==> src/rtl/instruction_fetch.sv <==
// Fetch stage: holds the fetch PC, handshakes with program memory, and
// buffers returned instructions with their PCs for decode.
module instruction_fetch #(
    parameter logic [31:0] RESET_PC  = 32'h0000_0000,
    parameter int unsigned BUF_DEPTH = 2
) (
    input  logic        i_clk,
    input  logic        i_rst_n,
    output logic [31:0] o_pc,
    output logic        o_instruction_request,
    input  logic [31:0] i_instruction,
    input  logic        i_ack,
    input  logic        i_redirect,
    input  logic [31:0] i_redirect_pc,
    output logic        o_valid,
    output logic [31:0] o_instr,
    output logic [31:0] o_instr_pc,
    input  logic        i_ready
);

    localparam int unsigned PTR_W = (BUF_DEPTH > 1) ? $clog2(BUF_DEPTH) : 1;
    localparam int unsigned CNT_W = PTR_W + 1;
    localparam logic [CNT_W-1:0] FULL_CNT = CNT_W'(BUF_DEPTH);

    typedef enum logic [1:0] {
        ST_RESET = 2'd0,
        ST_FETCH = 2'd1,
        ST_FULL  = 2'd2
    } state_t;

    state_t           r_state;
    state_t           w_state_next;
    logic             r_req;
    logic             w_req_next;
    logic             w_push;
    logic             w_pop;
    logic [31:0]      r_pc;
    logic [31:0]      r_mem_instr [BUF_DEPTH];
    logic [31:0]      r_mem_pc    [BUF_DEPTH];
    logic [PTR_W-1:0] r_wr_ptr;
    logic [PTR_W-1:0] r_rd_ptr;
    logic [CNT_W-1:0] r_count;

    // Next-state, push/pop qualification and next request value; redirect overrides all.
    always_comb begin
        w_state_next = r_state;
        w_push       = 1'b0;
        w_pop        = (r_count != '0) && i_ready;
        w_req_next   = 1'b0;
        case (r_state)
            ST_RESET: w_state_next = ST_FETCH;
            ST_FETCH: begin
                w_push = i_ack;
                if (i_ack && !w_pop && (r_count == (FULL_CNT - CNT_W'(1)))) begin
                    w_state_next = ST_FULL;
                end
            end
            ST_FULL: begin
                if (w_pop) begin
                    w_state_next = ST_FETCH;
                end
            end
            default: w_state_next = ST_RESET;
        endcase
        if (i_redirect) begin
            w_state_next = ST_FETCH;
            w_push       = 1'b0;
            w_pop        = 1'b0;
        end
        w_req_next = (w_state_next == ST_FETCH);
    end

    // State register and registered fetch request.
    always_ff @(posedge i_clk) begin
        if (!i_rst_n) begin
            r_state <= ST_RESET;
            r_req   <= 1'b0;
        end else begin
            r_state <= w_state_next;
            r_req   <= w_req_next;
        end
    end

    // Fetch PC, FIFO storage, pointers and occupancy.
    always_ff @(posedge i_clk) begin
        if (!i_rst_n) begin
            r_pc     <= RESET_PC;
            r_wr_ptr <= '0;
            r_rd_ptr <= '0;
            r_count  <= '0;
            for (int i = 0; i < int'(BUF_DEPTH); i++) begin
                r_mem_instr[i] <= '0;
                r_mem_pc[i]    <= '0;
            end
        end else if (i_redirect) begin
            r_pc     <= {i_redirect_pc[31:2], 2'b00};
            r_wr_ptr <= '0;
            r_rd_ptr <= '0;
            r_count  <= '0;
        end else begin
            if (w_push) begin
                r_mem_instr[r_wr_ptr] <= i_instruction;
                r_mem_pc[r_wr_ptr]    <= r_pc;
                r_wr_ptr              <= r_wr_ptr + PTR_W'(1);
                r_pc                  <= r_pc + 32'd4;
            end
            if (w_pop) begin
                r_rd_ptr <= r_rd_ptr + PTR_W'(1);
            end
            case ({w_push, w_pop})
                2'b10:   r_count <= r_count + CNT_W'(1);
                2'b01:   r_count <= r_count - CNT_W'(1);
                default: r_count <= r_count;
            endcase
        end
    end

    assign o_pc                  = r_pc;
    assign o_instruction_request = r_req;
    assign o_valid               = (r_count != '0);
    assign o_instr               = r_mem_instr[r_rd_ptr];
    assign o_instr_pc            = r_mem_pc[r_rd_ptr];

endmodule

==> config.mk <==
export PLATFORM = sky130hd
export DESIGN_NAME = instruction_fetch
export DESIGN_NICKNAME = d
export VERILOG_FILES = /design/src/rtl/instruction_fetch.sv
export SDC_FILE = /design/constraint.sdc
export NUM_CORES = 1
export LEC_CHECK = 0
export BUFFER_PORTS_ARGS = -buffer_cell sky130_fd_sc_hd__buf_2
export CORE_MARGIN = 3
export CORE_UTILIZATION = 34
export DETAILED_ROUTE_END_ITERATION = 16
export PLACE_DENSITY = 0.59
export SLEW_MARGIN = 0
export SYNTH_ARGS = -nofsm -noshare
export SYNTH_HDL_FRONTEND = slang
export SYNTH_SLANG_ARGS = --single-unit
==> constraint.sdc <==
create_clock -name i_clk -period 8.4 [get_ports i_clk]
set_clock_uncertainty 0.2 [all_clocks]
set_input_delay 0.42 -clock i_clk [delete_from_list [all_inputs] [get_ports i_clk]]
set_output_delay 0.42 -clock i_clk [all_outputs]
set_load 0.01 [all_outputs]
[Yosys cells after proc, flatten, opt, wreduce, memory -nomap -nowiden]
Memory sizes are Yosys's and may differ from the RTL's. A register that Yosys moved wholly into a read port is not among the register bits.
Cells that the tools add are included.
Word-level totals
  bits in read-only memories: 0
  bits in latches: 0
  flip-flop bits (word level): 39
  input bits: 69
  memories: 2
  memory bits (writable): 128
  word-level logic and storage cells: 57
  output and inout bits: 98
Cells by class
  mux-type cells: 25
  shift operators: 0
  $lt $le $gt $ge: 0
  multiply operators: 0
  divide/modulo/power cells: 0
  bitwise logic cells: 1
  add/subtract/negate cells: 5
  equal/unequal tests: 6
  reduce and logical (&&, ||, !) cells: 11
Memory list
  r_mem_instr: words 2, width 32, rd ports 1, clocked after Yosys merged registers in 1, wr ports 2, RTL line 38  | logic [31:0] r_mem_instr [BUF_DEPTH];
  r_mem_pc: words 2, width 32, rd ports 1, clocked after Yosys merged registers in 1, wr ports 2, RTL line 39  | logic [31:0] r_mem_pc [BUF_DEPTH];
Operator list (number)
  $mux W32: 4
  $reduce_or A32 Y1: 2
  $add A32 B3 Y32 const B: 1
  $mux W1: 16
  $eq A2 B1 Y1 const B: 4
  $mux W2: 3
  $pmux W2 S3: 1
  $reduce_bool A2 Y1: 3
  $eq A2 B2 Y1 const B: 2
  $pmux W2 S2: 1
  $logic_and A1 B1 Y1: 3
  $add A1 B1 Y1 const B: 2
  $add A2 B1 Y2 const B: 1
  $logic_not A2 Y1: 1
  $reduce_or A2 Y1: 1
  $sub A2 B1 Y2 const B: 1
  $logic_not A1 Y1: 1
  $not A1 Y1: 1

[Logic depth before layout (Yosys ltp)]
  word-level depth: 9
  depth in mapped cells: 8

[Worst setup path after synthesis]
OpenSTA, ideal clock, no wires.
  kind: input to register
  start: in i_ack
  end: mem r_mem_instr[0][0] (enable)
  setup time: 0.568 ns
  arrival: 5.353 ns
  slack: 2.280 ns
  data required time: 7.632 ns
  stages on the path: 4
  path through: and3b_1 clkbuf_1 nand2_1 o21ai_0
RTL lines
  start, declared: RTL line 12  | input logic i_ack,
  end, declared: RTL line 38

==> impl_metrics.env <==
export IMPL_status="complete, no violations"
export IMPL_timing_critical_path_buf_inv=1
export IMPL_hold_ws_ps=21.12
export IMPL_post_route_min_period_ps=2965
export IMPL_crit_type="flip-flop to flip-flop"
export IMPL_hp_class="input pin to flip-flop"
export IMPL_reg2regPathDepth=4
export IMPL_synth_most_common_cell="edfxtp_1"
export IMPL_combPwrFrac_pct=7.9
export IMPL_cp_start_kind="flip-flop"
export IMPL_yosysTopAreaCell="edfxtp_1"
export IMPL_clk_latency_ps=420
export IMPL_synth_async_reset_ratio_pct=0
export IMPL_power_frac_clock_pct=40.8
export IMPL_switchingPower_uw=432.5
export IMPL_cts_root_buffer_cell="clkbuf_16"
export IMPL_row_count=53
export IMPL_drt_iter0_drc=322
export IMPL_slew_headroom_pct=34.05
export IMPL_cts_tree="yes"
export IMPL_syn_area_per_cell_um2=12.43
export IMPL_pin_count=167
export IMPL_grt_max_degree=63
export IMPL_setup_violations=0
export IMPL_worst_endpoint_arrival_ps=2810
export IMPL_crit_fanout=46
export IMPL_die_x_um=154.7
export IMPL_tns_ps=0
export IMPL_place_inst=1004
export IMPL_cp_num_cells=4
export IMPL_seq_area_um2=4488
export IMPL_start_util_pct=35.22
export IMPL_swShare_pct=23.84
export IMPL_drt_pass1_iterations=5
export IMPL_synth_flop_cell="edfxtp_1"
export IMPL_rrSetupSlack_ps=5440
export IMPL_cp_slowest_stage_delay_ps=680
export IMPL_fillers=2056
export IMPL_multi_input_area_um2=2850
export IMPL_rsz0062_at_grt="no"
export IMPL_fmax_mhz=337.3
export IMPL_ir_drop_v=0.0001298
export IMPL_drive_gt1_share_pct=35.70
export IMPL_gp_congestion=0.7806
export IMPL_fin_ws_ps=5435
export IMPL_vias_per_cell=4.981
export IMPL_antenna_found_initial=0
export IMPL_placed_cell_area_um2=8558
export IMPL_numClockSinks=162
export IMPL_io_buffers=160
export IMPL_synth_top_area_share_pct=49.52
export IMPL_drv_cap=0
export IMPL_slew_viol_final=0
export IMPL_yosys_register_bits=162
export IMPL_ant_nets=0
export IMPL_worstMarginPinSlew_ps=989.3
export IMPL_synth_cell_types=49
export IMPL_pre_cts_ws_ps=5089
export IMPL_die_y_um=154.7
export IMPL_htreeDepth=4
export IMPL_hpwl_mm=11.68
export IMPL_overflow=0
export IMPL_p_leak_uw=0.003697
export IMPL_drc=0
export IMPL_routed_via_count=5165
export IMPL_crit_path_start="r_state[0]"
export IMPL_area_delta_synth_final_pct=21.43
export IMPL_synthTopCellsByCount="edfxtp_1 (124), and2_1 (121), mux2_2 (62), dfxtp_1 (38), clkbuf_1 (32)"
export IMPL_wl_per_cell_um=17.93
export IMPL_r2r_end="r_mem_instr[0][17]"
export IMPL_hold_violations=0
export IMPL_antennaDiodeCount=0
export IMPL_dieArea_um2=23940
export IMPL_power_density_nw_per_um2=198.7
export IMPL_coreArea_um2=21350
export IMPL_cp_cell_sequence="and3b_1 > nand2_1 > o21ai_4 > buf_4"
export IMPL_crit_slowest_cell="buf_4"
export IMPL_nets=822
export IMPL_grt_use_total_pct=15.76
export IMPL_clk_pin_slew_ps=70
export IMPL_grt_pass1_wl_mm=29.22
export IMPL_synthCells=605
export IMPL_numCtsBuffers=17
export IMPL_r2r_start="r_state[0]"
export IMPL_synth_edff_count=124
export IMPL_yosys_warnings=0
export IMPL_routed_wirelength_mm=18.59
export IMPL_syn_area_um2=7520
export IMPL_internal_power_uw=1382
export IMPL_finalCritPeriodShare_pct=35.30
export IMPL_postLayoutCellArea_um2=9131
export IMPL_end_kind="flip-flop"
export IMPL_grt_pass1_vias=5190
export IMPL_pwr_share_seq_pct=51.3
export IMPL_seq_area_frac_synth_pct=59.63
export IMPL_fin_cells=1037
export IMPL_cp_top_family="simple AND/OR/NAND/NOR gates"
export IMPL_cp_required_ps=8240
export IMPL_yosys_top_cells_area="edfxtp_1 (50%), dfxtp_1 (10%), and2_1 (10%), mux2_2 (9.3%), o21ai_0 (1.7%)"
export IMPL_cts_buffer_depth=2
export IMPL_worstSetupEndpoint="r_mem_instr[0][17]"
## power by group through the flow
stage                     combinational, uW  clock [uW]  sequential [uW]
after floorplan                        81.3           0              942
after global placement                  144           0              948
after detailed placement                145           0              949
after CTS                               146         757              932
after global routing                    159         792              937
final                                   143         740              931
## cell families (layout without fill, tap and decap cells)
| family | Yosys count | in the layout | synth area share [%] |
|---|---|---|---|
| AND/OR/NAND/NOR | 234 | 234 | 19.17 |
| flip-flops | 162 | 162 | 59.63 |
| AO/OA/AOI/OAI | 75 | 75 | 6.656 |
| multiplexers | 62 | 62 | 9.285 |
| buffers and inverters | 54 | 208 | 3.028 |
| XOR/XNOR | 13 | 13 | 1.514 |
| adder cells (fa/ha/maj) | 4 | 4 | 0.6656 |
| other | 1 | 4 | 0.04987 |
## cell type report
type,count,share of cell area [%]
clock buffers,22,5.399
flip-flops and latches,162,49.15
multi-input cells,392,31.21
inverters,10,0.4111
clock inverters,10,0.7673
well taps,275,3.768
repair buffers,166,9.290
## registers in the layout (all words and copies together) (netlist names), named ones only
register,cells
r_count,2
r_mem_instr,64
r_mem_pc,60
r_wr_ptr,1
r_state,2
o_pc,30
r_rd_ptr,1
o_instruction_request,1
## placed cells by master, fill, tap and decap left out, types with 8 or more instances in the layout
master and instances:
or4_1 9, nand4_1 16, inv_1 10, nor4_1 9
a31oi_1 12, nand3_1 10, edfxtp_1 124, nor2_1 8
buf_2 160, or3_1 8, dfxtp_1 37, o21ai_0 24
and2_1 121, mux2_2 62, nand2_1 16, clkbuf_16 18
a21oi_1 8, nor3_1 8
## repair_timing
action,4_1_cts,5_1_grt
hold buffers,1,0
endpoints found under the hold margin,1,0
setup endpoints to repair,0,0
resized for setup,0,0
setup buffers,0,0
## how the worst min path moves through the flow
stage                     start    endpoint  slack [ps]  depth (start not counted)
6_report       i_redirect_pc[6]     o_pc[6]          20                          2
5_1_grt        i_redirect_pc[6]     o_pc[6]          10                          2
4_1_cts        i_redirect_pc[3]     o_pc[3]           4                          2
3_5_place_dp           r_rd_ptr    r_rd_ptr         290                          2
3_3_place_gp           r_rd_ptr   flip-flop         290                          2
2_1_floorplan        r_count[1]  r_count[1]         270                          2
## per-stage QoR
step	total power [uW]	util [%]
floorplan	1023	-
finish	1814	42.76
CTS	1835	42.76
global route	1888	42.76
global placement	1092	40.08
detailed placement	1094	40.08
## layer usage
layer	share of wire, %	track usage, %	routed length (um)
met1	46	21.21	8464
met5	0	0	0
met4	0.94	4.500	174
met2	48	25.81	8937
met3	5.5	3.330	1015
(Power assumes the default switching activity.)
